**src/rtl/sram_pkg.sv**
```systemverilog
// Shared definitions for the SRAM port controller: widths, aspect
// encodings, controller states and the conf-to-k mapping.
package sram_pkg;

    localparam int ROW_W  = 10;
    localparam int COL_W  = 5;
    localparam int ADDR_W = 15;
    localparam int DATA_W = 32;

    localparam logic [2:0] CONF_X32 = 3'd0;
    localparam logic [2:0] CONF_X16 = 3'd1;
    localparam logic [2:0] CONF_X8  = 3'd2;
    localparam logic [2:0] CONF_X4  = 3'd3;
    localparam logic [2:0] CONF_X2  = 3'd4;
    localparam logic [2:0] CONF_X1  = 3'd5;

    typedef enum logic [2:0] {
        IDLE   = 3'd0,
        PRECH  = 3'd1,
        ACCESS = 3'd2,
        WRITE  = 3'd3,
        SENSE  = 3'd4,
        RESP   = 3'd5
    } state_t;

    // Reserved encodings fall back to the full-width x32 aspect.
    function automatic logic [2:0] conf_to_k(input logic [2:0] c);
        return (c > CONF_X1) ? 3'd0 : c;
    endfunction

endpackage

```
**src/rtl/sram_lane_sel.sv**
```systemverilog
// Lane extraction for narrow reads and lane replication for narrow
// writes; purely combinational.
module sram_lane_sel
    import sram_pkg::*;
(
    input  logic [2:0]        rd_conf,
    input  logic [COL_W-1:0]  col_sel,
    input  logic [DATA_W-1:0] arr_rdata,
    output logic [DATA_W-1:0] lane,
    input  logic [2:0]        wr_conf,
    input  logic [DATA_W-1:0] wdata,
    output logic [DATA_W-1:0] rep
);

    logic [2:0]  rk;
    logic [5:0]  rw;
    logic [4:0]  sh;
    logic [31:0] msk;
    logic [2:0]  wk;
    logic [4:0]  wm;

    always_comb begin
        rk   = conf_to_k(rd_conf);
        rw   = 6'd32 >> rk;
        // col_sel < 2^k, so col_sel * W always stays below 32
        sh   = col_sel << (3'd5 - rk);
        msk  = 32'hFFFF_FFFF >> (6'd32 - rw);
        lane = (arr_rdata >> sh) & msk;
    end

    always_comb begin
        wk  = conf_to_k(wr_conf);
        wm  = 5'((6'd32 >> wk) - 6'd1);
        rep = '0;
        for (int i = 0; i < DATA_W; i++) begin
            rep[i] = wdata[5'(i) & wm];
        end
    end

endmodule

```
**src/rtl/sram_port_ctrl.sv**
```systemverilog
// Request front-end for the configurable-aspect SRAM macro: address
// split, write replication, enable sequencing and read lane extraction.
module sram_port_ctrl
    import sram_pkg::*;
#(
    parameter int PRECH_CYCLES  = 1,
    parameter int ACCESS_CYCLES = 2,
    parameter int SENSE_CYCLES  = 1
) (
    input  logic                clk,
    input  logic                rst,
    input  logic [2:0]          conf,
    input  logic                req_valid,
    output logic                req_ready,
    input  logic                req_we,
    input  logic [ADDR_W-1:0]   req_addr,
    input  logic [DATA_W-1:0]   req_wdata,
    output logic                resp_valid,
    input  logic                resp_ready,
    output logic [DATA_W-1:0]   resp_rdata,
    output logic [ROW_W-1:0]    row_addr,
    output logic [COL_W-1:0]    col_sel,
    output logic [2:0]          conf_q,
    output logic [DATA_W-1:0]   bl_wdata,
    output logic                prech_en,
    output logic                wl_en,
    output logic                we_en,
    output logic                sae,
    input  logic [DATA_W-1:0]   arr_rdata
);

    localparam int MAX_PA = (PRECH_CYCLES > ACCESS_CYCLES) ? PRECH_CYCLES : ACCESS_CYCLES;
    localparam int MAX_C  = (MAX_PA > SENSE_CYCLES) ? MAX_PA : SENSE_CYCLES;
    localparam int CNT_W  = (MAX_C > 1) ? $clog2(MAX_C) : 1;

    state_t           state;
    state_t           state_n;
    logic [CNT_W-1:0] cnt;
    logic [CNT_W-1:0] cnt_n;
    logic             we_q;
    logic             accept;
    logic             last;
    logic             capture;
    logic [2:0]       k_in;
    logic [DATA_W-1:0] lane;
    logic [DATA_W-1:0] rep;
    logic             ready_n;
    logic             valid_n;
    logic             prech_n;
    logic             wl_n;
    logic             we_n;
    logic             sae_n;

    sram_lane_sel u_lane (
        .rd_conf   (conf_q),
        .col_sel   (col_sel),
        .arr_rdata (arr_rdata),
        .lane      (lane),
        .wr_conf   (conf),
        .wdata     (req_wdata),
        .rep       (rep)
    );

    assign k_in = conf_to_k(conf);
    assign last = (cnt == '0);

    always_comb begin
        state_n = state;
        cnt_n   = cnt;
        accept  = 1'b0;
        capture = 1'b0;
        unique case (state)
            IDLE: begin
                if (req_valid) begin
                    accept  = 1'b1;
                    state_n = PRECH;
                    cnt_n   = CNT_W'(PRECH_CYCLES - 1);
                end
            end
            PRECH: begin
                if (last) begin
                    state_n = we_q ? WRITE : ACCESS;
                    cnt_n   = CNT_W'(ACCESS_CYCLES - 1);
                end else begin
                    cnt_n = cnt - 1'b1;
                end
            end
            ACCESS: begin
                if (last) begin
                    state_n = SENSE;
                    cnt_n   = CNT_W'(SENSE_CYCLES - 1);
                end else begin
                    cnt_n = cnt - 1'b1;
                end
            end
            WRITE: begin
                if (last) state_n = RESP;
                else      cnt_n   = cnt - 1'b1;
            end
            SENSE: begin
                if (last) begin
                    state_n = RESP;
                    capture = 1'b1;
                end else begin
                    cnt_n = cnt - 1'b1;
                end
            end
            RESP: begin
                if (resp_ready) state_n = IDLE;
            end
            default: state_n = IDLE;
        endcase

        // Enables follow the next state so they come straight off flops
        ready_n = (state_n == IDLE);
        valid_n = (state_n == RESP);
        prech_n = (state_n == PRECH);
        wl_n    = (state_n == ACCESS) || (state_n == WRITE) || (state_n == SENSE);
        we_n    = (state_n == WRITE);
        sae_n   = (state_n == SENSE);
    end

    always_ff @(posedge clk) begin
        if (rst) begin
            state      <= IDLE;
            cnt        <= '0;
            we_q       <= 1'b0;
            req_ready  <= 1'b1;
            resp_valid <= 1'b0;
            resp_rdata <= '0;
            row_addr   <= '0;
            col_sel    <= '0;
            conf_q     <= '0;
            bl_wdata   <= '0;
            prech_en   <= 1'b0;
            wl_en      <= 1'b0;
            we_en      <= 1'b0;
            sae        <= 1'b0;
        end else begin
            state      <= state_n;
            cnt        <= cnt_n;
            req_ready  <= ready_n;
            resp_valid <= valid_n;
            prech_en   <= prech_n;
            wl_en      <= wl_n;
            we_en      <= we_n;
            sae        <= sae_n;
            if (accept) begin
                conf_q     <= conf;
                we_q       <= req_we;
                row_addr   <= ROW_W'(req_addr >> k_in);
                col_sel    <= COL_W'(req_addr) & ((COL_W'(1) << k_in) - COL_W'(1));
                bl_wdata   <= rep;
                resp_rdata <= '0;
            end
            if (capture) begin
                resp_rdata <= lane;
            end
        end
    end

endmodule
```
**config.mk**
```make
export PLATFORM = sky130hd
export DESIGN_NAME = sram_port_ctrl
export DESIGN_NICKNAME = d
export VERILOG_FILES = /design/src/rtl/sram_pkg.sv /design/src/rtl/sram_lane_sel.sv /design/src/rtl/sram_port_ctrl.sv
export SDC_FILE = /design/constraint.sdc
export NUM_CORES = 1
export LEC_CHECK = 0
export ABC_AREA = 1
export BUFFER_PORTS_ARGS = -buffer_cell sky130_fd_sc_hd__buf_2
export CELL_PAD_IN_SITES_DETAIL_PLACEMENT = 0
export CELL_PAD_IN_SITES_GLOBAL_PLACEMENT = 2
export CORE_ASPECT_RATIO = 0.5
export CORE_MARGIN = 2
export CORE_UTILIZATION = 27
export CTS_CLUSTER_DIAMETER = 150
export DETAILED_ROUTE_END_ITERATION = 12
export GPL_TIMING_DRIVEN = 0
export PLACE_DENSITY_LB_ADDON = 0.05
export SLEW_MARGIN = 15
export SYNTH_ARGS = -nofsm -noshare
export SYNTH_HDL_FRONTEND = slang
export SYNTH_SLANG_ARGS = --single-unit
```
**constraint.sdc**
```tcl
create_clock -name clk -period 3.1 [get_ports clk]
set_input_delay 0.62 -clock clk [delete_from_list [all_inputs] [get_ports clk]]
set_output_delay 0.62 -clock clk [all_outputs]
set_load 0.03 [all_outputs]
```
Word-level counts from Yosys, hierarchy flattened --
Index checks and enable logic that the tools add are counted.
Storage, ports and cells: register bits after elaboration 93, input port bits 87, memories 0, latch bits 0, RAM bits 0, word-level logic and storage cells 162, ROM bits 0
Operators by class: reductions and logical operators 9, bitwise gates (word level) 2, shift operators 7, order comparisons 33, multiply operators 0, div/mod/pow operators 0, $add $sub $neg 5, equality and inequality tests 11, mux-type cells 81
Operators with widths (number):
- 5-bit by 6-bit < comparator with 1-bit output, second input constant | 16
- 32-bit two-way mux | 2
- 4-bit by 6-bit < comparator with 1-bit output, second input constant | 8
- 1-bit two-way mux | 44
- 32-bit AND | 1
- 32-bit by 5-bit right shift with 32-bit output | 1
- 32-bit by 6-bit right shift with 32-bit output, first input constant | 1
- 1-bit binary-select mux with 3-bit select | 10
- 3-bit by 6-bit < comparator with 1-bit output, second input constant | 4
- 3-bit two-way mux | 7
- 1-bit binary-select mux with 2-bit select | 10
- 1-bit binary-select mux with 4-bit select | 5
- 3-bit case mux with 5 select lines | 1
- 15-bit by 3-bit right shift with 10-bit output | 1
- 3-bit by 2-bit == test with 1-bit output, second input constant | 4
- 3-bit == test, second input constant | 4
- 2-bit by 6-bit < comparator with 1-bit output, second input constant | 2
- 5-bit by 1-bit subtractor with 5-bit output, second input constant | 2
- 3-bit by 1-bit == test with 1-bit output, second input constant | 2
- 3-bit greater-than comparator, second input constant | 2
- 3-bit zero test | 2
- 1-bit by 6-bit < comparator with 1-bit output, second input constant | 1
- 6-bit by 3-bit right shift with 5-bit output, first input constant | 1
- 6-bit by 3-bit right shift with 6-bit output, first input constant | 1
- other kinds (15) | 16

Longest topological paths before layout --
Gate-level depths: netlist (run 1).
depth after elaboration 7, mapped depth 16, mapped depth without buffers 13

Modules after synthesis --
From an unflattened synthesis (run 1), not the netlist that was laid out.
Unflattened totals: cell total of the unflattened synthesis 1279, area total of the unflattened synthesis 7392.1 µm²
By module, submodules not included:
- sram_port_ctrl | cells an instance 526, instances 1, area an instance 3912.5 µm², seq. area each 1861.8 µm²
- sram_lane_sel | cells an instance 753, instances 1, area an instance 3479.6 µm², seq. area each 0.0 µm²

Worst setup path after synthesis (run 1) --
OpenSTA, ideal clock, no wires.
kind in2reg, start point in conf[2], end point reg bl_wdata[23], cell stages on the path 16, data arrival time 2.607 ns, setup slack 0.378 ns, library setup time 0.115 ns, cell sequence inv_2 > nor2_4 > nand2_2 > buf_6 > buf_6 > ha_1 > clkbuf_1 > inv_1 > clkbuf_1 > o21ai_1 > a21oi_1 > nor2_1 > nor2_1 > nor3_1 > o21ai_0 > inv_1
On the way: longest elaborated chain between the ends 6
RTL lines:
- start: declaration | RTL line sram_port_ctrl.sv:12 | input logic [2:0] conf,
- 3-bit greater-than comparator | RTL line sram_pkg.sv:28 | return (c > CONF_X1) ? 3'd0 : c;
- 3-bit two-way mux (*) | RTL line sram_pkg.sv:28
- 6-bit by 3-bit right shift with 5-bit output (*) | RTL line sram_lane_sel.sv:33 | wm = 5'((6'd32 >> wk) - 6'd1);
- 5-bit by 1-bit subtractor with 5-bit output (*) | RTL line sram_lane_sel.sv:33
- 1-bit binary-select mux with 4-bit select (*) | RTL line sram_lane_sel.sv:36 | rep[i] = wdata[5'(i) & wm];
- 1-bit two-way mux (not written as such) (*) | RTL line sram_lane_sel.sv:36
- end signal: assignment | RTL line sram_port_ctrl.sv:153 | bl_wdata <= rep;
- end: declaration | RTL line sram_port_ctrl.sv:24 | output logic [DATA_W-1:0] bl_wdata,
Every way passes the cells marked *; elsewhere a longest branch is shown, timed or not. The select of a mux whose other input is x is not followed. A chain may end at the register's enable or synchronous reset.

Worst setup path after layout (run 1) --
start point in conf[2], end point reg bl_wdata[14]
On the way: longest elaborated chain between the ends 6
RTL lines (RTL line):
- 3-bit greater-than comparator | sram_pkg.sv:28
- 3-bit two-way mux (*) | sram_pkg.sv:28
- 6-bit by 3-bit right shift with 5-bit output (*) | sram_lane_sel.sv:33
- 5-bit by 1-bit subtractor with 5-bit output (*) | sram_lane_sel.sv:33
- 1-bit binary-select mux with 3-bit select (*) | sram_lane_sel.sv:36
- 1-bit two-way mux (not written as such) (*) | sram_lane_sel.sv:36
Marks and branches as above.

==> results of run 1 <==
-- power by group --
group	switching [mW]	internal (mW)
clock network	0.530	0.647
registers	0.231	1.54
logic	3.21	1.17
total	3.97	3.35
-- repair_timing --
item	in CTS	in global routing
gates resized for setup	4	7
buffers inserted	0	1
setup endpoints to repair	9	19
pin swaps	0	1
-- cell usage after synthesis, drive strengths merged --
master	count
a211oi	5
a21oi	82
a221oi	3
a22oi	2
a31o	1
a31oi	7
and2	1
buf	39
clkbuf	30
dfxtp	93
ha	5
inv	97
mux2i	1
nand2	367
nand3	184
nand4	26
nor2	57
nor3	8
o211ai	14
o21a	1
o21ai	88
o21bai	3
o221ai	7
o22ai	5
or2	1
xnor2	1
xor2	3
-- layer usage --
metal / vias up / global-route usage, %
met5: - / 0
met4: 0 / 3.13
met3: 12 / 3.71
met2: 216 / 39.5
met1: 3858 / 30.9
li1: 4146 / -
-- tightest hold or removal path: stages (launching register included) --
cell and delay, ps:
dfxtp_1 310, nand2_1 60, a21oi_1 50
-- sequential cells by signal (all words and copies together) (netlist names) --
register and flops:
bl_wdata 32, cnt 1, col_sel 5, conf_q 3, prech_en 1, req_ready 1
resp_rdata 32, resp_valid 1, row_addr 10, sae 1, state 3, we_en 1
we_q 1, wl_en 1
-- logic make-up (layout without fill, tap and decap cells) --
kind of cell	count (synthesis)	after routing
and+or+nand+nor	644	644
DFF	93	93
xor gates and xnor gates	4	4
AOI/OAI and AO/OA	218	218
buffers and inverters	166	356
adders and majority gates	5	5
muxes	1	1
-- worst paths after layout --
kind | start | end | slack [ps]
worst max-delay path | conf[2] | bl_wdata[14] | 200
worst min-delay path | resp_rdata[16] | resp_rdata[16] | 460
worst max register to register | conf_q[0] | resp_rdata[11] | 240
worst min register to register | resp_rdata[16] | resp_rdata[16] | 460
-- area by class of cell --
class | instances | area share, %
timing repair buffer | 175 | 10.6
sequential | 93 | 22.5
tap | 336 | 5.07
inverter | 97 | 4.39
multi-input combinational | 872 | 49.8
clock buffer | 9 | 2.72
clock inverter | 7 | 1.07
buffer | 68 | 3.91
-- per-stage QoR --
stage / total power, mW / cells
after floorplan: 4.63 / 1131
after global placement: 6.13 / 1641
after detailed placement: 6.11 / 1641
after CTS: 7.33 / 1656
after global routing: 7.88 / 1657
final: 7.32 / 1657
==> summary.md, run 1 <==
| Metric | Value |
|---|---|
| Commonest non-fill, non-tap cell in the layout | nand2_1 |
| Largest net degree at the start of global routing | 19 |
| Critical path startpoint category | input port |
| Initial antenna violation count | 0 |
| Routed Antenna Nets | 0 |
| Ys Warns | 0 |
| Final setup vio count | 0 |
| Synth top area share | ~28% |
| Worst Skew | approximately 12 ps |
| Fin crit period | 2900 ps |
| Post-synthesis register bit count | 93 |
| Final Hold Viols | 0 |
| Top Ports | about 180 |
| Hold path depth | 2 |
| PD cells | ~900 mW/mm² |
| CP max stage cell | ha_1 |
| Cell count of the worst reg-to-reg path | 13 |
| Worst stage delay on the critical path | approximately 430 ps |
| Crit path DAT | between 3000 and 4000 ps |
| Post-synthesis mux area share | less than 1% |
| Number of global-route vias before repair | slightly below 8000 |
| Largest family of logic cells by synthesized area | simple AND/OR/NAND/NOR gates |
| Post-synthesis compound-gate area fraction | a little under a fifth |
| FMAX | ~340 MHz |
| Outcome | finished clean |
| Most frequent cells in the layout | 360 x nand2_1, 202 x buf_2, 183 x nand3_1 |
| CP endpoint kind | flip-flop |
| Fin nets | roughly 1400 |
| WL final | 29600 µm |
| Worst Hold Slack | ~460 ps |
| Area of the multi-input gates | 0.00413 mm² |
| Total GRT Usage | roughly 23% |
| Share of post-route cells with drive strength above 1 | ~20% |
| Port buffer count | approximately 170 |
| Routed via count | 8232 |
| Post-Route Utilization | between 30% and 40% |
| Placed inst area | 0.00794 mm² |
| Post-synthesis xor/xnor area fraction | 0.639% |
| Area Growth Syn to Fin | 24.6% |
| Top delay family on crit path | compound AO/OA/AOI/OAI gates |
| Synth Instances | 1131 |
| Via density | about 5 |
| Post-synthesis cell type count | 39 |
| RD Place Congestion | approximately 0.89 |
| WL met3 | roughly 1300 µm |
| Worst slew margin | between 50% and 60% |
| CP Buf/Inv Count | 4 |
| Clock buffer depth | 2 |
| Worst setup margin | about 200 ps |
| Number of H-tree levels | 3 |
| DRC viols | 0 |
| Grt ovf | 0 |
| Sum Neg Setup Slack | 0 ps |
| Antenna diode count | 0 |
| Row count | 40 |
| Avg Cell Area, Syn | between 5 and 6 µm² |
| Clk root buf | clkbuf_16 |
| Sequential-to-total area share from yosys stat | approximately 28% |
| Post-Route M1 WL | ~14000 µm |
| Fin area | 0.00829 mm² |
| Hold Crit Class | reg -> reg |
| Core Box Area | approximately 0.024 mm² |
| Fin crit share | a little over nine tenths |
| Pre-CTS WS | -631 ps |
| Syn nets | between 1000 and 1500 |
| Synth Area in Simple Gates | between 40% and 50% |
| Fillers | 2739 |
| Vert. Die Dim | around 110 µm |
| Die area | approximately 0.026 mm² |
| WL/cell | between 15 and 20 µm |
| Pleak | a little over 4 nW |
| Top layer in use | met4 |
| Met2 wire length | between 10000 and 15000 µm |
| Synth area leader | dfxtp_1 |
| CTS sink cnt | between 90 and 100 |
| Crit Path Max Fanout | 10 |
| CTS buffer count | 9 |
| Kind of critical path | in -> reg |
| Initial DRC Count | 619 |
| CTS hold repair buffers | 0 |
| Die X | between 200 and 250 µm |
| Initial core utilization | around 28% |
| Instance count on the critical path | 13 |
| Synthesized area | about 0.0067 mm² |
| Worst-path clk slew | about 80 ps |
| Max Transition Viols Final | 0 |
| RSZ-0062 raised after global routing | no |
| Drt first pass iters | 5 |
| Crit path cell chain | buf_2, inv_2, nor2_4, nand2_2, buf_6, buf_6, ha_1, o21ai_1, nand2_1, o21ai_1, nand2_1, nand3_1, a21oi_1 |
| DP HPWL | 24100 µm |
| Worst EP required | around 3300 ps |
| Clk_lat worst skew | ~350 ps |
| Register area | 0.00186 mm² |
| Adder-cell share of the synthesized area | less than 1% |
| Leading post-synthesis cells by cell area | dfxtp_1 28%, nand2_1 20%, nand3_1 14%, a21oi_1 6.2%, o21ai_0 5.5% |
| Worst VDD drop | 0.299 mV |
| First-pass GRT wire length | 45300 µm |
| Max-cap viol count | 0 |
| Worst slew pin tran | approximately 700 ps |
| CTS tree | yes |
Power figures use the tool's default switching activity.
==> inputs of run 2 (changes only) <==
Settings changed: BUFFER_PORTS_ARGS -buffer_cell sky130_fd_sc_hd__buf_2 to unset, CORE_UTILIZATION 27 to 33, DONT_BUFFER_PORTS set to 1, MAX_ROUTING_LAYER set to met4.
==> summary.md, run 2 (same netlist as run 1, synthesis figures left out) <==
| Metric | Value |
|---|---|
| WL/cell | 19.8 µm (+11%) |
| Largest registers | bl_wdata x32, resp_rdata x32, row_addr x10 |
| Total GRT Usage | 27.1% (+4.2 points) |
| Critical path startpoint category | input port |
| CP startpoint | conf[2] |
| Post-Route Utilization | 37.3% (+2.9 points) |
| Drt first pass iters | 5 (unchanged) |
| Most frequent cells in the layout | 360 x nand2_1, 183 x nand3_1, 90 x dfxtp_1 |
| Total power | 6.93 mW (-5.4%) |
| Initial DRC Count | 691 (+12%) |
| Worst VDD drop | 0.274 mV (-8.3%) |
| CTS hold repair buffers | 0 (unchanged) |
| Hold path depth | 1 (-1) |
| CTS buffer count | 9 (unchanged) |
| Final Hold Viols | 0 (unchanged) |
| Worst Skew | 14.6 ps (+2.15 ps) |
| Min-delay src | rst |
| Fin crit share | 94.8% (+1.1 points) |
| Placed insts | 1397 (-15%) |
| PD cells | 947 mW/mm² (+7.2%) |
| RR Startpoint | conf_q[0] |
| P_int | 3.13 mW (-6.5%) |
| Row count | 36 (-10%) |
| DRC viols | 0 (unchanged) |
| Fin crit period | 2940 ps (+35.1 ps) |
| Top Ports | 175 (unchanged) |
| Gate power share | 47.9% (-12 points) |
| Clock power frac | 16.9% (+0.8 points) |
| First-pass GRT wire length | 43700 µm (-3.7%) |
| Final setup vio count | 0 (unchanged) |
| Initial core utilization | 34.0% (+6.3 points) |
| Pleak | 3.33 nW (-19%) |
| CP endpoint kind | flip-flop |
| Vert. Die Dim | 104 µm (-9.2%) |
| Worst slew pin tran | 685 ps (-34.5 ps) |
| Worst slew margin | 54.3% (+2.3 points) |
| Area Growth Syn to Fin | 10.0% |
| Share of post-route cells with drive strength above 1 | 7.24% (-12 points) |
| Crit path DAT | 3190 ps (+60 ps) |
| Psw | 3.80 mW (-4.4%) |
| CTS sink cnt | 93 (unchanged) |
| Cell count of the worst reg-to-reg path | 13 (unchanged) |
| Routed Antenna Nets | 0 (unchanged) |
| CTS tree | yes |
| Port buffer count | 0 (-100%) |
| Max Transition Viols Final | 0 (unchanged) |
| Worst Hold Slack | 383 ps (-79.3 ps) |
| Hold Crit Class | in -> reg |
| Worst EP required | 3350 ps (+30 ps) |
| Non-filler cells, final | 1413 (-15%) |
| Seq pwr share | 35.2% (+11 points) |
| Clk root buf | clkbuf_16 |
| RD Place Congestion | 0.948 (+6.1%) |
| Max-cap viol count | 0 (unchanged) |
| Initial antenna violation count | 0 (unchanged) |
| Clk_lat worst skew | 360 ps (about the same) |
| Die area | 0.0214 mm² (-18%) |
| Largest net degree at the start of global routing | 18 (-1) |
| Die X | 205 µm (-9.4%) |
| Clock buffer depth | 2 (unchanged) |
| Core Box Area | 0.0196 mm² (-19%) |
| RSZ-0062 raised after global routing | yes |
| Crit Path Max Fanout | 10 (unchanged) |
| Antenna diode count | 0 (unchanged) |
| Fillers | 2221 (-19%) |
| Commonest non-fill, non-tap cell in the layout | nand2_1 |
| Routed via count | 7730 (-6.1%) |
| Number of H-tree levels | 3 (unchanged) |
| Fin nets | 1234 (-12%) |
| WL final | 28000 µm (-5.6%) |
| DP HPWL | 22600 µm (-6.1%) |
| Placed inst area | 0.00699 mm² (-12%) |
| Via density | 5.47 (+10%) |
| Grt ovf | 0 (unchanged) |
| Worst-path clk slew | 80 ps (about the same) |
| FMAX | 340 MHz (-1.2%) |
| Pre-CTS WS | -335 ps (+296 ps) |
| Worst setup margin | 162 ps (-35.1 ps) |
| Fin area | 0.00732 mm² (-12%) |
| Sum Neg Setup Slack | 0 ps (unchanged) |
| Kind of critical path | in -> reg |
| Switching portion of total power | 54.8% (+0.57 points) |
| Number of global-route vias before repair | 7381 (-6.3%) |
| Outcome | finished clean |
==> run 2: per-layer routing <==
layer | routed length [µm] | track usage, %
met5 | 0 | -
met4 | 327 | 5.28
met3 | 1690 | 5.01
met2 | 13100 | 44.4
met1 | 12900 | 34.9
==> run 2: what timing repair did <==
item                       4_1_cts  5_1_grt
pin swaps                        0        0
buffers inserted                 0        0
setup endpoints to repair       15       26
gates resized for setup          1        9
==> run 2: worst paths after layout <==
| path | end | slack, ps |
|---|---|---|
| worst max-delay path | bl_wdata[31] | 160 |
| worst min-delay path | state[2] | 380 |
| worst max register to register | resp_rdata[27] | 220 |
| worst min register to register | cnt | 480 |
==> run 2: area by class of cell <==
cell class | instances | area [µm²] | area share (%)
Tap cell | 266 | 333 | 4.55
Clock buffer | 10 | 239 | 3.27
Inverter | 97 | 364 | 4.98
Sequential cell | 93 | 1870 | 25.5
Multi-Input combinational cell | 872 | 4110 | 56.2
Buffer | 69 | 327 | 4.46
Clock inverter | 6 | 77.6 | 1.06
==> run 2: power by group through the flow <==
| stage | combinational (mW) | sequential, mW | clock [mW] |
|---|---|---|---|
| 2_1_floorplan | 2.29 | 2.34 | 0 |
| 3_3_place_gp | 3.26 | 2.47 | 0 |
| 3_5_place_dp | 3.26 | 2.47 | 0 |
| 4_1_cts | 3.27 | 2.44 | 1.21 |
| 5_1_grt | 3.72 | 2.48 | 1.25 |
| 6_report | 3.32 | 2.44 | 1.17 |
==> run 2: worst max-delay path: stages <==
cell and delay (ps):
inv_2 50, nor2_4 230, nand2_2 120, buf_6 160, buf_6 140, ha_1 270, clkbuf_1 330, inv_1 190
clkbuf_1 260, o21ai_0 330, nand2_1 100, nand4_1 80, nand2_1 50, nor2_1 170, a21oi_1 80
